===== src/rtl/uart_pkg.sv =====
// Shared UART definitions: byte width, default baud divider and the TX-FIFO launch FSM states.
package uart_pkg;

   localparam int unsigned BYTE_W       = 8;
   localparam int unsigned CLKS_PER_BIT = 217;

   typedef enum logic [1:0] {
      IDLE      = 2'd0,
      LAUNCH    = 2'd1,
      WAIT_DONE = 2'd2
   } tx_state_t;

endpackage


===== src/rtl/uart_fifo_mem.sv =====
// Simple dual-port byte array: one synchronous write port, one asynchronous read port.
module uart_fifo_mem
   import uart_pkg::*;
#(
   parameter int unsigned DEPTH_LOG2 = 4
) (
   input  logic                  i_clk,
   input  logic                  i_wr_en,
   input  logic [DEPTH_LOG2-1:0] i_wr_addr,
   input  logic [BYTE_W-1:0]     i_wr_data,
   input  logic [DEPTH_LOG2-1:0] i_rd_addr,
   output logic [BYTE_W-1:0]     o_rd_data
);

   logic [BYTE_W-1:0] r_mem [2**DEPTH_LOG2];

   always_ff @(posedge i_clk) begin
      if (i_wr_en) begin
         r_mem[i_wr_addr] <= i_wr_data;
      end
   end

   assign o_rd_data = r_mem[i_rd_addr];

endmodule


===== src/rtl/uart_tx_fifo.sv =====
// Byte FIFO feeding a UART transmitter, one launch per i_TX_Done handshake.
// Optional sticky drop flag o_overflow is built when UART_TX_FIFO_OVF_EN is defined.
module uart_tx_fifo
   import uart_pkg::*;
#(
   parameter int unsigned DEPTH_LOG2 = 4
) (
   input  logic                  i_clk,
   input  logic                  i_reset,
   input  logic                  i_wr_en,
   input  logic [BYTE_W-1:0]     i_wr_byte,
   output logic                  o_full,
   output logic                  o_empty,
   output logic [DEPTH_LOG2:0]   o_count,
   output logic                  o_TX_DV,
   output logic [BYTE_W-1:0]     o_TX_Byte,
   input  logic                  i_TX_Active,
   input  logic                  i_TX_Done
`ifdef UART_TX_FIFO_OVF_EN
   ,
   output logic                  o_overflow
`endif
);

   localparam logic [DEPTH_LOG2:0] FULL_CNT = {1'b1, {DEPTH_LOG2{1'b0}}};

   tx_state_t               r_state;
   tx_state_t               w_state_next;
   logic [DEPTH_LOG2-1:0]   r_wr_ptr;
   logic [DEPTH_LOG2-1:0]   r_rd_ptr;
   logic [DEPTH_LOG2:0]     r_count;
   logic [DEPTH_LOG2:0]     w_count_next;
   logic                    r_full;
   logic                    r_empty;
   logic [BYTE_W-1:0]       r_tx_byte;
   logic [BYTE_W-1:0]       w_rd_data;
   logic                    w_wr_accept;
   logic                    w_pop;

   // Full is sampled from the register, so a pop in the same cycle cannot rescue a write.
   assign w_wr_accept = i_wr_en && !r_full;

   uart_fifo_mem #(
      .DEPTH_LOG2 (DEPTH_LOG2)
   ) u_mem (
      .i_clk     (i_clk),
      .i_wr_en   (w_wr_accept),
      .i_wr_addr (r_wr_ptr),
      .i_wr_data (i_wr_byte),
      .i_rd_addr (r_rd_ptr),
      .o_rd_data (w_rd_data)
   );

   always_comb begin
      w_count_next = r_count;
      if (w_wr_accept && !w_pop) begin
         w_count_next = r_count + 1'b1;
      end else if (!w_wr_accept && w_pop) begin
         w_count_next = r_count - 1'b1;
      end
   end

   always_ff @(posedge i_clk or posedge i_reset) begin
      if (i_reset) begin
         r_wr_ptr  <= '0;
         r_rd_ptr  <= '0;
         r_count   <= '0;
         r_full    <= 1'b0;
         r_empty   <= 1'b1;
         r_tx_byte <= '0;
      end else begin
         if (w_wr_accept) begin
            r_wr_ptr <= r_wr_ptr + 1'b1;
         end
         if (w_pop) begin
            r_rd_ptr  <= r_rd_ptr + 1'b1;
            r_tx_byte <= w_rd_data;
         end
         r_count <= w_count_next;
         r_full  <= (w_count_next == FULL_CNT);
         r_empty <= (w_count_next == '0);
      end
   end

   always_ff @(posedge i_clk or posedge i_reset) begin
      if (i_reset) begin
         r_state <= IDLE;
      end else begin
         r_state <= w_state_next;
      end
   end

   always_comb begin
      w_state_next = r_state;
      unique case (r_state)
         IDLE:      if (w_pop) w_state_next = LAUNCH;
         LAUNCH:    w_state_next = WAIT_DONE;
         WAIT_DONE: if (i_TX_Done) w_state_next = IDLE;
         default:   w_state_next = IDLE;
      endcase
   end

   always_comb begin
      w_pop   = (r_state == IDLE) && !r_empty && !i_TX_Active;
      o_TX_DV = (r_state == LAUNCH);
   end

   assign o_full    = r_full;
   assign o_empty   = r_empty;
   assign o_count   = r_count;
   assign o_TX_Byte = r_tx_byte;

`ifdef UART_TX_FIFO_OVF_EN
   logic r_overflow;

   always_ff @(posedge i_clk or posedge i_reset) begin
      if (i_reset) begin
         r_overflow <= 1'b0;
      end else if (i_wr_en && r_full) begin
         r_overflow <= 1'b1;
      end
   end

   assign o_overflow = r_overflow;
`endif

endmodule


===== config.mk =====
export PLATFORM = sky130hd
export DESIGN_NAME = uart_tx_fifo
export DESIGN_NICKNAME = d
export VERILOG_FILES = /design/src/rtl/uart_pkg.sv /design/src/rtl/uart_fifo_mem.sv /design/src/rtl/uart_tx_fifo.sv
export SDC_FILE = /design/constraint.sdc
export NUM_CORES = 1
export LEC_CHECK = 0
export CORE_MARGIN = 3
export CORE_UTILIZATION = 35
export DETAILED_ROUTE_END_ITERATION = 12
export GPL_TIMING_DRIVEN = 0
export PLACE_DENSITY = 0.61
export SYNTH_ARGS = -nofsm -noshare
export SYNTH_HDL_FRONTEND = slang
export SYNTH_SLANG_ARGS = --single-unit

===== constraint.sdc =====
create_clock -name i_clk -period 3.9 [get_ports i_clk]
set_input_delay 0.39 -clock i_clk [delete_from_list [all_inputs] [get_ports i_clk]]
set_output_delay 0.39 -clock i_clk [all_outputs]
set_load 0.05 [all_outputs]

==> flow_summary.json <==
{
  "tightestPinTransition_ns": 1.044,
  "post_cts_buffers": 0,
  "synth-edff-count": 128,
  "drt_first_iter_violations": 285,
  "dominantRegCellSynth": "edfxtp_1",
  "cts_made_buffers": 17,
  "arrival_ns": 2.68,
  "leakage_nw": 2.512,
  "viasPerCell": 5.105,
  "period_share": 0.6115,
  "clock_latency_ns": 0.41,
  "status": "completed",
  "gp_congestion": 0.7508,
  "max-slew-margin-rel": 0.3033,
  "grt_max_degree": 26,
  "clockRootBuffer": "clkbuf_16",
  "hold_class": "reg -> reg",
  "stdcell_area_um2": 7346,
  "die_area_um2": 19200,
  "cts_tree": "yes",
  "antenna_left": 0,
  "setup-violations-final": 0,
  "clockBufferDepth": 2,
  "syn_inst": 328,
  "post-synth-top-count-cell": "edfxtp_1",
  "reg2reg_depth": 7,
  "ys.warnings.count": 0,
  "yosysUniqueCellTypes": 41,
  "grt_pass1_vias": 3286,
  "cap_violations": 0,
  "clk_pin_slew_ns": 0.06,
  "synth_top_area_cell": "edfxtp_1",
  "start_kind": "flop",
  "drc": 0,
  "area_growth_pct": 19.40,
  "p_per_area_nw_per_um2": 782.9,
  "drv_slew": 0,
  "dieWidth_um": 138.6,
  "netlist_top_cells_count": "edfxtp_1, mux4_2, dfrtp_1",
  "path_depth": 7,
  "boundaryPins": 29,
  "synth_top_area_frac": 0.6248,
  "finalNetCount": 395,
  "grt_pass1_wl_um": 20160,
  "slowest_delay_ns": 0.56,
  "rsz0062_at_grt": "no",
  "cts_resized": 0,
  "io_buffers": 28,
  "start_util": 0.3645,
  "post-route-util": 0.4352,
  "antenna_cells": 0,
  "whs_ns": 0.4782,
  "cp-end-kind": "flop",
  "via_count": 3104,
  "placementRows": 47,
  "cp_max_fo": 10,
  "holdPathStages": 2,
  "ys_ff_latch": 153,
  "clock_skew_ns": 0.008355,
  "path_cells": "clkbuf_1 > buf_2 > mux4_2 > mux2i_1 > nor3_1 > a21oi_1 > o21ai_1",
  "critPathTopFamily": "buffers and inverters",
  "syn-cell-area_um2": 6152,
  "dr.pass1.iters": 5,
  "hold_viol_final": 0,
  "gr-usage-all-layers": 0.1410,
  "layout-drive-gt1-share": 0.2088,
  "wirelength_um": 12640,
  "hold_buffers": 0,
  "yosysSeqAreaShare": 0.7267,
  "wl_per_cell_um": 20.78,
  "path_class": "reg -> reg",
  "core_um2": 16880,
  "report.power.total_mw": 5.751,
  "dp_hpwl_um": 7971,
  "max-vdd-ir-drop_mv": 0.3607,
  "grt-ovfl-total": 0,
  "postSynth.asyncResetShare": 0.1634,
  "period_minus_slack_ns": 2.385,
  "worst_ep_required_time_ns": 4.20,
  "crit_path_top_delay_cell": "mux4_2",
  "setup_tns_ns": 0,
  "synth_nets": 348,
  "placed_area_um2": 6708,
  "antenna_found_initial": 0,
  "cts_sinks": 153,
  "htreeDepth": 4,
  "synth_area_per_cell_um2": 18.76,
  "path_buf_inv": 2,
  "die_h_um": 138.6,
  "timing.fmax_mhz": 419.3,
  "synth.area.top_cells": "edfxtp_1, mux4_2, dfrtp_1"
}
cells by family (layout without fill, tap and decap cells):
group	after synthesis	in the layout	synth area share
fa+ha+maj	7	7	0.01424
buf+inv	22	82	0.01810
simple gates	66	66	0.05959
mux	46	46	0.1403
flops	153	153	0.7267
compound gates	24	24	0.02685
xor+xnor	10	10	0.01424
sequential cells by signal, indices dropped and copies added (netlist names):
| register | cells |
|---|---|
| u_mem.r_mem | 128 |
| o_TX_Byte | 8 |
| o_count | 5 |
| r_rd_ptr | 4 |
| r_wr_ptr | 4 |
| r_state | 2 |
| o_empty | 1 |
| o_full | 1 |
per-layer routing:
layer,part of all wire,wire (um),global-route usage,vias to the layer above
li1,-,-,-,1386
met1,0.46,5764,0.1946,1597
met2,0.46,5875,0.2151,101
met3,0.060,756,0.04379,20
met4,0.019,238,0.04524,0
met5,0,0,0,-
where the power goes:
| group | switching [mW] | internal (mW) | total, mW |
|---|---|---|---|
| clock network | 0.627 | 1.06 | 1.69 |
| registers | 0.154 | 2.04 | 2.20 |
| logic | 1.10 | 0.768 | 1.87 |
| total | 1.88 | 3.87 | 5.75 |
through the flow:
stage               std cells  setup slack (ns)
global placement          576             1.280
CTS                       608             1.437
floorplan                 328             1.909
global route              608             1.285
finish                    608             1.515
detailed placement        576             1.243
path summary, 6_finish.rpt:
check,startpoint,end,slack (ns)
worst max register to register,r_rd_ptr[0]$_DFFE_PP0P_,o_TX_Byte[6]$_DFFE_PP0P_,1.52
worst max-delay path,r_rd_ptr[0]$_DFFE_PP0P_,o_TX_Byte[6]$_DFFE_PP0P_,1.52
worst min-delay path,o_TX_Byte[2]$_DFFE_PP0P_,o_TX_Byte[2]$_DFFE_PP0P_,0.48
min in group asynchronous,i_reset,o_count[4]$_DFF_PP0_,0.54
worst min register to register,o_TX_Byte[2]$_DFFE_PP0P_,o_TX_Byte[2]$_DFFE_PP0P_,0.48
max in group asynchronous,i_reset,r_rd_ptr[2]$_DFFE_PP0P_,2.72
final cells by class:
| cell class | instances | area (um2) |
|---|---|---|
| tap | 220 | 275.3 |
| clock buffer | 27 | 599.3 |
| timing repair buffer | 28 | 280.3 |
| clock inverter | 5 | 38.79 |
| inverter | 7 | 38.79 |
| sequential | 153 | 4471 |
| fill | 1451 | 9532 |
| multi-input combinational | 153 | 1570 |
| buffer | 15 | 72.57 |
worst min-delay path: cells and delay by family, from the launching register on:
family / cells / cell delay, ns
DFF: 1 / 0.34
and+or+nand+nor: 2 / 0.10
cell usage in the layout (no fill, tap or decap), types with 3 or more instances in the layout:
cell	count
dfrtp_1	24
ha_1	7
mux4_2	32
nand3_1	3
nand2_1	18
a31oi_1	3
nor3_1	5
clkinv_4	3
mux2i_1	12
o21ai_1	6
inv_1	6
nor2_1	6
clkdlybuf4s50_1	28
buf_1	3
clkbuf_16	22
and2_1	16
clkbuf_1	6
clkbuf_8	3
xnor2_1	8
a21oi_1	7
edfxtp_1	128
buf_2	7
nor2b_1	3
Power figures use the tool's default switching activity.
